## config.mk

```make
export PLATFORM = sky130hd
export DESIGN_NAME = bram_stream_master_flat
export DESIGN_NICKNAME = d
export VERILOG_FILES = /design/src/rtl/bram_stream_master_if.sv /design/src/rtl/bram_stream_master.sv /design/src/flat_wrapper.sv
export SDC_FILE = /design/constraint.sdc
export NUM_CORES = 1
export LEC_CHECK = 0
export ABC_AREA = 1
export BUFFER_PORTS_ARGS = -buffer_cell sky130_fd_sc_hd__buf_2
export CAP_MARGIN = 30
export CORE_ASPECT_RATIO = 0.6
export CORE_MARGIN = 5
export CORE_UTILIZATION = 54
export CTS_CLUSTER_DIAMETER = 50
export DETAILED_ROUTE_END_ITERATION = 6
export HOLD_SLACK_MARGIN = 0.05
export MAX_ROUTING_LAYER = met4
export PLACE_DENSITY_LB_ADDON = 0.2
export SYNTH_ARGS = -nofsm -noshare
export SYNTH_HDL_FRONTEND = slang
export SYNTH_SLANG_ARGS = --single-unit
```

## constraint.sdc

```tcl
create_clock -name Clk_CI -period 3.5 [get_ports Clk_CI]
set_clock_uncertainty 0.05 [all_clocks]
set_input_delay 0.175 -clock Clk_CI [delete_from_list [all_inputs] [get_ports Clk_CI]]
set_output_delay 0.175 -clock Clk_CI [all_outputs]
set_load 0.02 [all_outputs]
```

## src/rtl/bram_stream_master_if.sv

```systemverilog
// Request, response and BRAM-port signals of bram_stream_master.
// The master modport is the bram_stream_master side; slave is its environment.
interface bram_stream_master_if #(
  parameter int unsigned ADDR_BITW = 32,
  parameter int unsigned DATA_BITW = 32
);
  logic                   ReqValid_SI;
  logic                   ReqReady_SO;
  logic [ADDR_BITW-1:0]   ReqAddr_DI;
  logic [DATA_BITW/8-1:0] ReqWrEn_DI;
  logic [DATA_BITW-1:0]   ReqWrData_DI;
  logic                   RespValid_SO;
  logic                   RespReady_SI;
  logic [DATA_BITW-1:0]   RespRdData_DO;
  logic                   RespWasWr_SO;
  logic                   BramClk_CO;
  logic                   BramRst_RO;
  logic                   BramEn_SO;
  logic [ADDR_BITW-1:0]   BramAddr_DO;
  logic [DATA_BITW/8-1:0] BramWrEn_DO;
  logic [DATA_BITW-1:0]   BramWrData_DO;
  logic [DATA_BITW-1:0]   BramRdData_DI;

  modport master (
    input  ReqValid_SI, ReqAddr_DI, ReqWrEn_DI, ReqWrData_DI, RespReady_SI, BramRdData_DI,
    output ReqReady_SO, RespValid_SO, RespRdData_DO, RespWasWr_SO,
    output BramClk_CO, BramRst_RO, BramEn_SO, BramAddr_DO, BramWrEn_DO, BramWrData_DO
  );

  modport slave (
    output ReqValid_SI, ReqAddr_DI, ReqWrEn_DI, ReqWrData_DI, RespReady_SI, BramRdData_DI,
    input  ReqReady_SO, RespValid_SO, RespRdData_DO, RespWasWr_SO,
    input  BramClk_CO, BramRst_RO, BramEn_SO, BramAddr_DO, BramWrEn_DO, BramWrData_DO
  );
endinterface

```

## src/rtl/bram_stream_master.sv

```systemverilog
// Valid/ready request stream to BRAM-port master with credit-guarded in-order response FIFO.
// Define BRAM_STREAM_MASTER_WRRESP_EN to make writes produce responses (RespWasWr_SO=1).
module bram_stream_master #(
  parameter int unsigned ADDR_BITW  = 32,
  parameter int unsigned DATA_BITW  = 32,
  parameter int unsigned RD_LAT     = 1,
  parameter int unsigned RESP_DEPTH = 4
) (
  input logic                  Clk_CI,
  input logic                  Rst_RBI,
  bram_stream_master_if.master bus
);

  localparam int unsigned   PW      = $clog2(RESP_DEPTH);
  localparam int unsigned   CW      = PW + 1;
  localparam int unsigned   STRB    = DATA_BITW / 8;
  localparam logic [CW-1:0] DEPTH_C = CW'(RESP_DEPTH);

  logic                 accept;
  logic                 is_wr;
  logic                 tag_in;
  logic                 push;
  logic                 pop;
  logic                 resp_valid;
  logic [CW-1:0]        cnt;
  logic [RD_LAT-1:0]    tag_vld;
  logic [RD_LAT-1:0]    vld_next;
  logic [PW:0]          wr_ptr;
  logic [PW:0]          rd_ptr;
  logic [DATA_BITW-1:0] fifo_data [RESP_DEPTH];
  logic [ADDR_BITW-1:0] bram_addr;
  logic [STRB-1:0]      bram_wren;
  logic [DATA_BITW-1:0] bram_wdata;
`ifdef BRAM_STREAM_MASTER_WRRESP_EN
  logic [RD_LAT-1:0]    tag_wr;
  logic [RD_LAT-1:0]    wr_next;
  logic                 push_wr;
  logic                 fifo_wr [RESP_DEPTH];
`endif

  assign bus.BramClk_CO = Clk_CI;
  assign bus.BramRst_RO = ~Rst_RBI;

  // Gating with the raw reset makes ready, and with it the BRAM strobe, drop asynchronously.
  assign bus.ReqReady_SO = Rst_RBI && (cnt < DEPTH_C);
  assign accept          = bus.ReqValid_SI && bus.ReqReady_SO;
  assign is_wr           = |bus.ReqWrEn_DI;

  assign bram_addr         = accept ? bus.ReqAddr_DI   : '0;
  assign bram_wren         = accept ? bus.ReqWrEn_DI   : '0;
  assign bram_wdata        = accept ? bus.ReqWrData_DI : '0;
  assign bus.BramEn_SO     = accept;
  assign bus.BramAddr_DO   = bram_addr;
  assign bus.BramWrEn_DO   = bram_wren;
  assign bus.BramWrData_DO = bram_wdata;

`ifdef BRAM_STREAM_MASTER_WRRESP_EN
  assign tag_in = accept;
`else
  assign tag_in = accept && !is_wr;
`endif

  // Tag shift register; bit RD_LAT-1 lines up with the BRAM read data of its request.
  if (RD_LAT > 1) begin : g_shift
    assign vld_next = {tag_vld[RD_LAT-2:0], tag_in};
`ifdef BRAM_STREAM_MASTER_WRRESP_EN
    assign wr_next  = {tag_wr[RD_LAT-2:0], is_wr};
`endif
  end else begin : g_noshift
    assign vld_next = tag_in;
`ifdef BRAM_STREAM_MASTER_WRRESP_EN
    assign wr_next  = is_wr;
`endif
  end

  always_ff @(posedge Clk_CI or negedge Rst_RBI) begin
    if (!Rst_RBI) begin
      tag_vld <= '0;
    end else begin
      tag_vld <= vld_next;
    end
  end

`ifdef BRAM_STREAM_MASTER_WRRESP_EN
  always_ff @(posedge Clk_CI or negedge Rst_RBI) begin
    if (!Rst_RBI) begin
      tag_wr <= '0;
    end else begin
      tag_wr <= wr_next;
    end
  end
  assign push_wr = tag_wr[RD_LAT-1];
`endif

  assign push       = tag_vld[RD_LAT-1];
  assign resp_valid = (wr_ptr != rd_ptr);
  assign pop        = resp_valid && bus.RespReady_SI;

  // Storage needs no reset: the pointers alone decide what is visible.
  always_ff @(posedge Clk_CI) begin
    if (push) begin
`ifdef BRAM_STREAM_MASTER_WRRESP_EN
      fifo_data[wr_ptr[PW-1:0]] <= push_wr ? '0 : bus.BramRdData_DI;
      fifo_wr[wr_ptr[PW-1:0]]   <= push_wr;
`else
      fifo_data[wr_ptr[PW-1:0]] <= bus.BramRdData_DI;
`endif
    end
  end

  always_ff @(posedge Clk_CI or negedge Rst_RBI) begin
    if (!Rst_RBI) begin
      wr_ptr <= '0;
      rd_ptr <= '0;
    end else begin
      if (push) begin
        wr_ptr <= wr_ptr + 1'b1;
      end
      if (pop) begin
        rd_ptr <= rd_ptr + 1'b1;
      end
    end
  end

  // Credits track tags in flight plus FIFO occupancy, so a push always finds a free slot.
  always_ff @(posedge Clk_CI or negedge Rst_RBI) begin
    if (!Rst_RBI) begin
      cnt <= '0;
    end else if (tag_in != pop) begin
      cnt <= tag_in ? cnt + 1'b1 : cnt - 1'b1;
    end
  end

  assign bus.RespValid_SO  = resp_valid;
  assign bus.RespRdData_DO = resp_valid ? fifo_data[rd_ptr[PW-1:0]] : '0;
`ifdef BRAM_STREAM_MASTER_WRRESP_EN
  assign bus.RespWasWr_SO  = resp_valid && fifo_wr[rd_ptr[PW-1:0]];
`else
  assign bus.RespWasWr_SO  = 1'b0;
`endif

endmodule

```

## src/flat_wrapper.sv

```systemverilog
// flat-port wrapper written by rule: the top's interface ports become plain ports
module bram_stream_master_flat 
#(
  parameter int unsigned ADDR_BITW  = 32,
  parameter int unsigned DATA_BITW  = 32,
  parameter int unsigned RD_LAT     = 1,
  parameter int unsigned RESP_DEPTH = 4
)
  (Clk_CI, Rst_RBI, bus_ReqValid_SI, bus_ReqAddr_DI, bus_ReqWrEn_DI, bus_ReqWrData_DI, bus_RespReady_SI, bus_BramRdData_DI, bus_ReqReady_SO, bus_RespValid_SO, bus_RespRdData_DO, bus_RespWasWr_SO, bus_BramClk_CO, bus_BramRst_RO, bus_BramEn_SO, bus_BramAddr_DO, bus_BramWrEn_DO, bus_BramWrData_DO);
  bram_stream_master_if #(.ADDR_BITW(ADDR_BITW), .DATA_BITW(DATA_BITW)) bus_i ();
  input logic Clk_CI;
  input logic Rst_RBI;
  input wire logic [$bits(bus_i.ReqValid_SI)-1:0] bus_ReqValid_SI;
  input wire logic [$bits(bus_i.ReqAddr_DI)-1:0] bus_ReqAddr_DI;
  input wire logic [$bits(bus_i.ReqWrEn_DI)-1:0] bus_ReqWrEn_DI;
  input wire logic [$bits(bus_i.ReqWrData_DI)-1:0] bus_ReqWrData_DI;
  input wire logic [$bits(bus_i.RespReady_SI)-1:0] bus_RespReady_SI;
  input wire logic [$bits(bus_i.BramRdData_DI)-1:0] bus_BramRdData_DI;
  output wire logic [$bits(bus_i.ReqReady_SO)-1:0] bus_ReqReady_SO;
  output wire logic [$bits(bus_i.RespValid_SO)-1:0] bus_RespValid_SO;
  output wire logic [$bits(bus_i.RespRdData_DO)-1:0] bus_RespRdData_DO;
  output wire logic [$bits(bus_i.RespWasWr_SO)-1:0] bus_RespWasWr_SO;
  output wire logic [$bits(bus_i.BramClk_CO)-1:0] bus_BramClk_CO;
  output wire logic [$bits(bus_i.BramRst_RO)-1:0] bus_BramRst_RO;
  output wire logic [$bits(bus_i.BramEn_SO)-1:0] bus_BramEn_SO;
  output wire logic [$bits(bus_i.BramAddr_DO)-1:0] bus_BramAddr_DO;
  output wire logic [$bits(bus_i.BramWrEn_DO)-1:0] bus_BramWrEn_DO;
  output wire logic [$bits(bus_i.BramWrData_DO)-1:0] bus_BramWrData_DO;
  assign bus_i.ReqValid_SI = bus_ReqValid_SI;
  assign bus_i.ReqAddr_DI = bus_ReqAddr_DI;
  assign bus_i.ReqWrEn_DI = bus_ReqWrEn_DI;
  assign bus_i.ReqWrData_DI = bus_ReqWrData_DI;
  assign bus_i.RespReady_SI = bus_RespReady_SI;
  assign bus_i.BramRdData_DI = bus_BramRdData_DI;
  assign bus_ReqReady_SO = bus_i.ReqReady_SO;
  assign bus_RespValid_SO = bus_i.RespValid_SO;
  assign bus_RespRdData_DO = bus_i.RespRdData_DO;
  assign bus_RespWasWr_SO = bus_i.RespWasWr_SO;
  assign bus_BramClk_CO = bus_i.BramClk_CO;
  assign bus_BramRst_RO = bus_i.BramRst_RO;
  assign bus_BramEn_SO = bus_i.BramEn_SO;
  assign bus_BramAddr_DO = bus_i.BramAddr_DO;
  assign bus_BramWrEn_DO = bus_i.BramWrEn_DO;
  assign bus_BramWrData_DO = bus_i.BramWrData_DO;
  bram_stream_master #(.ADDR_BITW(ADDR_BITW), .DATA_BITW(DATA_BITW), .RD_LAT(RD_LAT), .RESP_DEPTH(RESP_DEPTH)) u_core (.Clk_CI(Clk_CI), .Rst_RBI(Rst_RBI), .bus(bus_i));
endmodule
```

==> results of run 1 <==
## per-stage QoR
stage	cells	power, mW	setup WS, ns	hold WS, ns	area (um2)
after floorplan	603	3.72	1.39	-0.171	6240
after global placement	943	4.28	1.13	0.0208	7300
after detailed placement	944	4.34	1.13	0.0272	7330
after CTS	1018	6.30	0.569	0.183	8380
after global routing	1018	6.60	0.374	0.257	8380
final	1018	6.25	0.541	0.213	8380
## worst paths after layout
check,start,cells past startpoint,endpoint,slack (ns)
setup reg to reg,u_core.wr_ptr[1],5,u_core.fifo_data[1][24],1.20
min in group asynchronous,Rst_RBI,3,u_core.wr_ptr[2],0.70
hold / removal,bus_ReqValid_SI,7,u_core.cnt[0],0.21
setup / recovery,u_core.rd_ptr[0],4,bus_RespRdData_DO[28],0.54
max in group asynchronous,Rst_RBI,3,u_core.rd_ptr[0],2.33
hold reg to reg,u_core.cnt[2],2,u_core.cnt[2],0.49
## cell type report
class | instances | share of cell area (%)
sequential | 138 | 48.9
multi-input combinational | 344 | 18.9
timing repair buffer | 253 | 17.9
clock buffer | 21 | 6.03
inverter | 87 | 3.96
tap | 160 | 2.39
clock inverter | 15 | 1.91
## cell usage after synthesis, drive strengths merged
cell type / number / area share (%)
nor2: 199 / 12
edfxtp: 128 / 62
inv: 87 / 5.3
o21ai: 65 / 5.2
a21oi: 33 / 3.2
nand2: 24 / 1.7
buf: 20 / 2.8
clkbuf: 14 / 0.84
nand3: 11 / 1.1
dfrtp: 10 / 4.0
ha: 5 / 1.0
xor2: 4 / 0.56
conb: 1 / 0.060
fa: 1 / 0.32
xnor2: 1 / 0.14
## flip-flops by register name, indices dropped and copies added (netlist names)
name / count
u_core.push: 1
u_core.wr_ptr: 3
u_core.cnt: 3
u_core.rd_ptr: 3
u_core.fifo_data: 128
## metal layers
metal | track usage [%] | up-vias | part of all wire (%)
li1 | - | 2437 | -
met1 | 28.9 | 2312 | 41
met2 | 39.3 | 200 | 50
met3 | 5.62 | 25 | 7.1
met4 | 10.2 | 0 | 1.6
met5 | - | - | 0
## logic make-up (layout without fill, tap and decap cells)
family | count (synthesis) | after routing | synth area share [%]
adders and majority gates | 6 | 6 | 1.32
and+or+nand+nor | 234 | 234 | 14.9
other | 1 | 1 | 0.0601
buffers and inverters | 121 | 376 | 8.94
xor gates and xnor gates | 5 | 5 | 0.702
AOI/OAI and AO/OA | 98 | 98 | 8.46
DFF | 138 | 138 | 65.6
## where the power goes
| part | switching (mW) | internal (mW) |
|---|---|---|
| Combinational | 1.61 | 0.764 |
| Clock | 0.768 | 1.16 |
| Sequential | 0.0964 | 1.85 |
| Total | 2.48 | 3.78 |
## critical path, stage by stage (launching register included)
cell                      delay [ns]
sky130_fd_sc_hd__dfrtp_2        0.61
sky130_fd_sc_hd__inv_2          0.83
sky130_fd_sc_hd__o21ai_0        0.22
sky130_fd_sc_hd__a21oi_1        0.31
sky130_fd_sc_hd__buf_2          0.23
## layout by cell type, fill, tap and decap left out, drive strengths merged
master | synthesis | final
bufinv | 0 | 1
a21oi | 33 | 33
conb | 1 | 1
nand3 | 11 | 11
nand2 | 24 | 24
fa | 1 | 1
dfrtp | 10 | 10
inv | 87 | 91
clkinvlp | 0 | 4
xor2 | 4 | 4
buf | 20 | 215
clkbuf | 14 | 20
ha | 5 | 5
o21ai | 65 | 65
dlygate4sd3 | 0 | 39
xnor2 | 1 | 1
nor2 | 199 | 199
edfxtp | 128 | 128
clkinv | 0 | 6
## timing repair
action | 4_1_cts | 5_1_grt
hold buffers | 39 | 0
endpoints found under the hold margin | 145 | 0
buffers inserted | 0 | 0
==> results.txt, run 1 <==
- The flow ran to the end, and the final reports show no timing, DRC or antenna violations.
- After synthesis the netlist holds a flip-flop and latch count of 138.
- Placer's final routability congestion estimate: 0.954
- PortBufs: 208
- Actual transition at the worst max-transition pin: 1.03 ns
- The die covers 13,900 um2.
- At the later pin of the worst-skew pair, clock insertion delay measures 0.52 ns.
- Count of boundary I/O pins: 210
- Wire length of the first global-routing pass: 24.4 mm
* Post-CTS clock slew at the launch and capture registers of the worst setup and hold paths: 0.06 ns
- Leakage power summed over all cells: 3.83 nW
- The tool flagged a number of max-cap violations equal to 0.
- Share of the core filled with cells: 74.2%
- Total global routing overflow: 0
* Multi-input gate area: 1590 um2
- Highest Clock Rate: 338 MHz
* Site row count: 30
- Setup repair after global routing missed its margin: false
- The number of antenna violations at the first check in global routing was 0.
- The number of different library cells used by synthesis comes to 26.
* Wire length per cell: 15.7 um
- Yosys warnings: 0
* Gate Count Post-Synth: 603
- Initial DRC count: 428
* Starting density of the core: 55.2%
* Worst setup path class: register to output port
- After detailed routing, the number of remaining DRC violations is 0.
* Worst path arrival time: 2.73 ns
- STA classifies the critical path endpoint as an output port.
* Peak supply drop: 0.492 mV
- In this run the tightest slew margin relative to its limit is 31.5%.
* Placeable Area: 11,300 um2
- The post-route netlist has 31.9% of its cells at a drive strength greater than 1.
* Vertical die dimension: 93.3 um
* Layout Area Growth over Synthesis: 34.3%
- STA classifies the critical path startpoint as a register.
- Largest fanout on the critical path: 65
* Flip-flop and latch area: 4100 um2
* 1st-pass router iterations: 6
- In this run the remaining antenna-violating nets after routing total 0.
- Vias per cell: 4.89
* CTS tree: built
- Total wire length: 16.0 mm
* Hold violation total from the final report: 0
- Ratio of final minimum period to clock period: 84.6%
- For this run, the total global-route usage over all layers was measured as 23.9%.
- After the last flow step, the layout net total stands at 955.
* Filler instances: 797
- Via count: 4,974
- 0 antenna diodes ended up in the layout.
- Required @ worst endpoint: 3.27 ns
* Horizontal die dimension: 149 um
- Sum Neg Setup Slack: 0 ns
- Power spread over the standard cell area amounts to 746 nW/um2.
- Via count of the first global-routing pass: 4,812
* Final HPWL DP: 10.1 mm
- Sequential elements use 65.6% of the synthesized area.
- Count of pins over their slew limit: 0
* Summed instance area of the synthesized netlist: 6240 um2
- Entering global routing, the biggest net connects 69 pins.
- PostCTS Resize Cnt: 0
- Number of failing setup endpoints in the final timing report: 0
* Synth Area per Inst: 10.3 um2
* Clock period minus worst slack: 2.96 ns
* Synth Net Count: 713
- The worst hold path belongs to the class primary input to register.
Power figures use the tool's default switching activity.
==> run 2: changes to the inputs <==
--- a/config.mk
+++ b/config.mk
@@ -5,12 +5,12 @@
 export SDC_FILE = /design/constraint.sdc
 export NUM_CORES = 1
 export LEC_CHECK = 0
-export ABC_AREA = 1
+export ABC_AREA = 0
 export BUFFER_PORTS_ARGS = -buffer_cell sky130_fd_sc_hd__buf_2
 export CAP_MARGIN = 30
 export CORE_ASPECT_RATIO = 0.6
 export CORE_MARGIN = 5
-export CORE_UTILIZATION = 54
+export CORE_UTILIZATION = 45
 export CTS_CLUSTER_DIAMETER = 50
 export DETAILED_ROUTE_END_ITERATION = 6
 export HOLD_SLACK_MARGIN = 0.05
==> constraint.sdc (replaced) <==
create_clock -name Clk_CI -period 2.5 [get_ports Clk_CI]
set_clock_uncertainty 0.05 [all_clocks]
set_input_delay 0.125 -clock Clk_CI [delete_from_list [all_inputs] [get_ports Clk_CI]]
set_output_delay 0.125 -clock Clk_CI [all_outputs]
set_load 0.02 [all_outputs]
==> run 2 against run 1 <==
  * Total power increased by 34%
  * First-iteration DRC count fell by 57%
  * Combinational power up 20%
  * Flip-flop and latch count stayed put
  * Sequential share of layout area is 0.89 points higher
  * Non-clock buffer count increased by 3
  * Highest routed layer is now met3
==> results.txt, run 2 <==
- FF+latch count, synth: 138 (unchanged)
- Site row count: 32 (+6.7%)
* Number of failing setup endpoints in the final timing report: 0 (unchanged)
* Post-route ant nets: 0 (unchanged)
- The synthesis warning total came to 0 (unchanged).
- Worst stage delay on the critical path: 0.54 ns (-0.29 ns)
- The fraction of final layout cells sized beyond drive strength 1 came to 48.8% (+17 points).
- CTS tree: built
- The library cell used most frequently in the layout, excluding fill and tap cells, is sky130_fd_sc_hd__buf_2.
* Worst-Skew Late Latency: 0.51 ns (about the same)
- Top cell type by total area after synthesis: sky130_fd_sc_hd__edfxtp_1
* Count of boundary I/O pins: 210 (unchanged)
- The starting density of the core was 45.9% (-9.4 points).
- The wire length reported by the detailed router is 13.4 mm (-16%).
- Commonest cells after routing, fill and taps aside: sky130_fd_sc_hd__buf_2, sky130_fd_sc_hd__edfxtp_1, sky130_fd_sc_hd__and2_1
- The worst path arrival time came to 2.19 ns (-0.54 ns).
- Min-Delay Path Class: primary input to asynchronous set/reset pin
- STA classifies the critical path startpoint as a register.
* Actual transition at the worst max-transition pin: 0.504 ns (-0.522 ns)
* Vias per cell: 4.72 (-3.4%)
- Total global routing overflow: 0 (unchanged)
- Series of cell instances along the critical path: buf_4 > mux4_2 > and2b_1 > buf_2
* Top cell types by occurrence after synthesis: sky130_fd_sc_hd__edfxtp_1, sky130_fd_sc_hd__and2_1, sky130_fd_sc_hd__mux4_2, sky130_fd_sc_hd__nor2b_1, sky130_fd_sc_hd__clkbuf_1
* Pin count of the biggest net entering global routing: 70 (+1.4%)
* Run status: finished clean
- PortBufs: 208 (unchanged)
* Sequential-to-total area share from yosys stat: 69.7% (+4.1 points)
* Worst setup path class: register to output port
- Largest register FFs: 128 (unchanged)
* Via count of the first global-routing pass: 3,799 (-21%)
- The count of flip-flops with a built-in enable after synthesis is 128 (unchanged).
* Final Instance Area: 8240 um2 (-1.7%)
- The post-synth design cell area was 5880 um2 (-5.8%).
- Setup repair after global routing left no endpoint under its margin.
* Synth Area per Inst: 17.7 um2 (+71%)
- DRC viols: 0 (unchanged)
- The worst setup path is captured at an output port.
- The post-route core utilization came to 64.3% (-9.9 points).
- Post-synthesis async set-or-reset flop share: 7.25% (unchanged)
- The core outline area came to 12,800 um2 (+13%).
* Gate Count Post-Synth: 332 (-45%)
- The portion of synthesized cell area occupied by the leading cell type was 65.4% (+3.8 points).
- Placer's final routability congestion estimate: 0.854 (-10%)
* Hold violation total from the final report: 0 (unchanged)
- The static power due to leakage is 3.43 nW (-10%).
- The aggregate negative setup slack was 0 ns (unchanged).
- The tightest slew margin relative to the limit came to 66.4% (+35 points).
- Highest Clock Rate: 423 MHz
- The final-layout worst hold slack was 0.0462 ns (-0.167 ns).
* Clock period minus worst slack: 2.37 ns
* Die ar.: 15,500 um2 (+12%)
- All-Layer GR Usage: 18.1% (-5.8 points)
* Placed Instance Area: 7180 um2 (-2.0%)
- The total number of nets in the final design was 700 (-27%).
- Relative to the synthesized area, the layout overhead comes to 40.2%.
- The most used flip-flop cell after synthesis is sky130_fd_sc_hd__edfxtp_1.
- Initial DRC count: 184 (-57%)
* Wire length of the first global-routing pass: 20.6 mm (-16%)
* Crit-path slowest cell: sky130_fd_sc_hd__dfrtp_2
- Peak supply drop: 0.655 mV (+33%)
- Horizontal die dimension: 158 um (+5.9%)
* Power per unit of standard cell area: 1010 nW/um2 (+36%)
- The max-capacitance violation count was 0 (unchanged).
* Distinct cell type count after synthesis: 27 (+3.8%)
- Filler instances: 940 (+18%)
- Via count: 3,650 (-27%)
* Number of antenna violations at the first check in global routing: 1 (+1)
- After synthesis, the cell types taking the most area are sky130_fd_sc_hd__edfxtp_1, sky130_fd_sc_hd__mux4_2, sky130_fd_sc_hd__and2_1, sky130_fd_sc_hd__dfrtp_1, sky130_fd_sc_hd__nor2b_1.
- Count of pins over their slew limit: 0 (unchanged)
- The wire length per cell after detailed routing is 17.4 um (+10%).
- The count of TritonRoute iterations in the first routing pass is 4 (-2).
* Post-CTS clock slew at the launch and capture registers of the worst setup and hold paths: 0.06 ns (about the same)
* Ratio of final minimum period to clock period: 94.7%
- Most frequent cell after synthesis: sky130_fd_sc_hd__edfxtp_1
* Final HPWL DP: 9.45 mm (-6.3%)
- Vertical die dimension: 98.5 um (+5.6%)
* Largest fanout on the critical path: 25 (-62%)
- The critical path required time came to 2.33 ns (-0.94 ns).
- The post-synthesis net count is 442 (-38%).
[run 2: what timing repair did]
action / in CTS / in global routing
gates resized for setup: 3 / 0
hold buffers: 36 / 0
endpoints found under the setup margin: 23 / 2
hold endpoints to repair: 143 / 0
buffers inserted: 0 / 1
[run 2: cells by family after synthesis]
| kind of cell | share of synthesized area, % |
|---|---|
| other cells | 0.0638 |
| simple gates | 12.2 |
| compound gates | 0.532 |
| flops | 69.7 |
| buf+inv | 2.07 |
| xor+xnor | 1.34 |
| mux | 12.7 |
| fa+ha+maj | 1.41 |
[run 2: routing by layer]
layer | share of wire (%) | global-route usage [%] | wire length (um) | vias to the layer above
li1 | - | - | - | 1752
met1 | 44 | 24.4 | 5910 | 1796
met2 | 49 | 27.4 | 6550 | 102
met3 | 7.3 | 5.27 | 979 | 0
met4 | 0 | 4.76 | 0 | 0
met5 | 0 | - | 0 | -
[run 2: report_power, final]
| group | internal (mW) | total [mW] | switching (mW) |
|---|---|---|---|
| sequential | 2.61 | 2.72 | 0.111 |
| clock | 1.79 | 2.78 | 0.983 |
| combinational | 1.28 | 2.85 | 1.57 |
| total | 5.68 | 8.35 | 2.67 |
[run 2: layout make-up]
cell class / instances / area (um2) / share of cell area (%)
multi-input combinational: 167 / 1670 / 20.3
inverter: 6 / 22.5 / 0.273
tap: 170 / 213 / 2.58
sequential: 138 / 4100 / 49.8
clock inverter: 13 / 168 / 2.04
timing repair buffer: 256 / 1550 / 18.8
clock buffer: 22 / 509 / 6.18
antenna: 1 / 2.50 / 0.0304
[run 2: through the flow]
stage / worst slack [ns] / cells / power, mW
after floorplan: 0.565 / 332 / 4.79
after global placement: 0.480 / 701 / 5.61
after detailed placement: 0.444 / 701 / 5.62
after CTS: 0.0249 / 771 / 8.44
after global routing: 0.0680 / 773 / 8.78
final: 0.134 / 773 / 8.35
[run 2: worst paths after layout]
check | start | endpoint | slack (ns) | depth (start not counted)
min | Rst_RBI | u_core.wr_ptr[0] | 0.05 | 3
max in group asynchronous | Rst_RBI | u_core.rd_ptr[0] | 2.19 | 3
min reg2reg | u_core.rd_ptr[2] | u_core.rd_ptr[2] | 0.44 | 1
max reg2reg | u_core.rd_ptr[0] | u_core.cnt[1] | 0.65 | 4
min in group Clk_CI | bus_ReqValid_SI | u_core.push | 0.07 | 4
max | u_core.rd_ptr[1] | bus_RespRdData_DO[26] | 0.13 | 4
[run 2: critical path: cells and delay by family, from the launching register on]
kind	cells	cell delay, ns
flops	1	0.54
mux	1	0.37
buf+inv	2	0.57
simple gates	1	0.20
==> run 3: changes to the inputs <==
--- a/config.mk
+++ b/config.mk
@@ -10,7 +10,7 @@
 export CAP_MARGIN = 30
 export CORE_ASPECT_RATIO = 0.6
 export CORE_MARGIN = 5
-export CORE_UTILIZATION = 45
+export CORE_UTILIZATION = 54
 export CTS_CLUSTER_DIAMETER = 50
 export DETAILED_ROUTE_END_ITERATION = 6
 export HOLD_SLACK_MARGIN = 0.05
==> constraint.sdc (replaced) <==
create_clock -name Clk_CI -period 2.9 [get_ports Clk_CI]
set_clock_uncertainty 0.05 [all_clocks]
set_input_delay 0.145 -clock Clk_CI [delete_from_list [all_inputs] [get_ports Clk_CI]]
set_output_delay 0.145 -clock Clk_CI [all_outputs]
set_load 0.02 [all_outputs]
==> run 3 against run 2 <==
  * Global-route usage grew 5.0 points
  * Sequential share of layout area grew 1.1 points
  * Final area shrank 2.2%
  * Clock-buffer cell count grew 1
  * Core utilization grew 12 points
  * Total power shrank 17%
  * Hold slack gained 0.10 ns
  * Critical endpoint is now bus_RespRdData_DO[3]
  * Sequential power shrank 14%
  * Die area shrank 15%
  * Largest power group unchanged
==> results.txt, run 3 (synthesis gave the netlist of run 2 again) <==
* Total power consumption of the routed design: 6.93 mW (-17%)
- Fin cells: 740 (-4.3%)
- Buffers & Inverters on Critical Path: 2 (unchanged)
- Starting density of the core: 55.5% (+9.6 points)
* Hold violation total from the final report: 0 (unchanged)
- Largest register FFs: 128 (unchanged)
* Number of failing setup endpoints in the final timing report: 0 (unchanged)
* Sum Neg Setup Slack: 0 ns (unchanged)
- The worst hold path belongs to the class primary input to register.
* Worst path arrival time: 2.32 ns (+0.13 ns)
- Via count of the first global-routing pass: 4,006 (+5.4%)
- The smallest clock period supported by the final layout is computed as 2.52 ns.
- The number of setup buffers added after CTS is 0 (unchanged).
* Highest Clock Rate: 397 MHz
* Via count: 3,754 (+2.8%)
- Worst setup path class: register to output port
* PostCTS Resize Cnt: 0 (-3)
* Pin count of the biggest net entering global routing: 70 (unchanged)
- Ratio of final minimum period to clock period: 86.8%
* Max_slew headroom: 61.4% (-5.0 points)
- Total wire length: 14.1 mm (+5.0%)
- Die ar.: 13,100 um2 (-15%)
* Horizontal die dimension: 145 um (-8.2%)
- Vertical die dimension: 90.8 um (-7.8%)
* PortBufs: 208 (unchanged)
* Nets: 703 (+0.43%)
- Commonest cells after routing, fill and taps aside: sky130_fd_sc_hd__buf_2, sky130_fd_sc_hd__edfxtp_1, sky130_fd_sc_hd__and2_1
- Setup crit end kind: output port
- All-Layer GR Usage: 23.1% (+5.0 points)
- Filler instances: 687 (-27%)
- 1st-pass router iterations: 4 (unchanged)
- STA classifies the critical path startpoint as a register.
* Leading cell type in the layout, fill and taps excluded: sky130_fd_sc_hd__buf_2
- Setup repair after global routing left no endpoint under its margin.
- Placeable Area: 10,600 um2 (-17%)
* Total global routing overflow: 0 (unchanged)
- Largest fanout on the critical path: 19 (-24%)
* DRC viols: 0 (unchanged)
* Count of boundary I/O pins: 210 (unchanged)
- Final HPWL DP: 9.57 mm (+1.3%)
- The global-route wire length before repair came to 21.7 mm (+5.3%).
- The final antenna-violating net count was 0 (unchanged).
- The largest individual stage delay along the critical path comes from the cell sky130_fd_sc_hd__mux4_2.
- The number of antenna violations at the first check in global routing was 1 (unchanged).
- Count of pins over their slew limit: 0 (unchanged)
- Worst-Skew Late Latency: 0.52 ns (about the same)
* Actual transition at the worst max-transition pin: 0.579 ns (+0.0752 ns)
- The number of rows in the core area came to 29 (-9.4%).
* Post-CTS clock slew at the launch and capture registers of the worst setup and hold paths: 0.05 ns (about the same)
* Proportion of layout cells with a drive suffix above 1: 48.2% (-0.67 points)
* Worst stage delay on the critical path: 0.55 ns (about the same)
* Placer's final routability congestion estimate: 0.774 (-9.4%)
* Dominant delay contributor by cell family on the critical path: buffers and inverters
- Placed insts: 673 (-4.0%)
- The violation count after the first detailed-route iteration came to 163 (-11%).
* CTS tree: built
* Run status: finished clean
- The static power due to leakage is 3.39 nW (-1.1%).
- The signal on the critical path passes through buf_4 > mux4_2 > nor2b_1 > buf_2.
- Power per unit of standard cell area: 860 nW/um2 (-15%)
- Peak supply drop: 0.668 mV (+1.9%)
- The wire length per cell after detailed routing was 19.1 um (+9.7%).
- Vias per cell: 5.07 (+7.4%)
* Reported max-cap violation count: 0 (unchanged)
* Required @ worst endpoint: 2.71 ns (+0.38 ns)
* Layout Area Growth over Synthesis: 37.1%
-- run 3: changes by cell type in the layout (fill, tap and decap cells not counted), sizes merged --
| cell | change |
|---|---|
| clkbuf | +1 |
| buf | +2 |
| inv | -5 |
| bufinv | -2 |
| dlygate4sd3 | +1 |
| clkinv | +3 |
| clkinvlp | -2 |
-- run 3: layout make-up --
| cell class | count | area, um2 | area share [%] |
|---|---|---|---|
| sequential | 138 | 4100 | 50.8 |
| multi-input combinational | 167 | 1670 | 20.8 |
| timing repair buffer | 259 | 1520 | 18.9 |
| clock buffer | 23 | 513 | 6.37 |
| tap | 139 | 174 | 2.16 |
| clock inverter | 7 | 57.6 | 0.715 |
| inverter | 6 | 22.5 | 0.280 |
| antenna | 1 | 2.50 | 0.0311 |
-- run 3: stage by stage --
step | hold slack (ns) | worst slack (ns) | utilization [%] | instance area [um2]
after floorplan | -0.201 | 0.965 | - | 5880
after global placement | -0.00701 | 0.910 | 67.2 | 7120
after detailed placement | -0.00387 | 0.888 | 67.2 | 7120
after CTS | 0.105 | 0.314 | 76.0 | 8050
after global routing | 0.136 | 0.236 | 76.0 | 8060
final | 0.146 | 0.383 | 76.0 | 8060
-- run 3: path summary, 6_finish.rpt --
kind	from	to	slack [ns]	depth (start not counted)
worst max-delay path	u_core.rd_ptr[0]	bus_RespRdData_DO[3]	0.38	4
worst min-delay path	bus_ReqValid_SI	u_core.push	0.15	4
min in group asynchronous	Rst_RBI	u_core.wr_ptr[2]	0.68	3
max in group asynchronous	Rst_RBI	u_core.rd_ptr[0]	1.75	3
worst min register to register	u_core.rd_ptr[2]	u_core.rd_ptr[2]	0.44	1
worst max register to register	u_core.cnt[2]	u_core.cnt[2]	0.88	5
-- run 3: worst reg2reg max path, delay by kind of cell (launching register included) --
family | cells | cell delay (ns)
AND/OR/NAND/NOR | 4 | 1.05
flip-flops | 1 | 0.45
adder cells (fa/ha/maj) | 1 | 0.41
-- run 3: what timing repair did --
| item | in CTS | in global routing |
|---|---|---|
| hold endpoints to repair | 143 | 0 |
| endpoints found under the setup margin | 0 | 0 |
| hold buffers | 37 | 0 |
-- run 3: per-layer routing --
metal / GRT usage (%) / share of wire (%)
met5: - / 0
met1: 28.1 / 40
met3: 5.50 / 7.1
met4: 8.85 / 1.1
met2: 37.6 / 52
-- run 3: power by group --
part	total (mW)	internal [mW]	switching, mW
registers	2.33	2.25	0.0840
clock network	2.10	1.32	0.778
logic	2.50	1.09	1.41
total	6.93	4.66	2.27
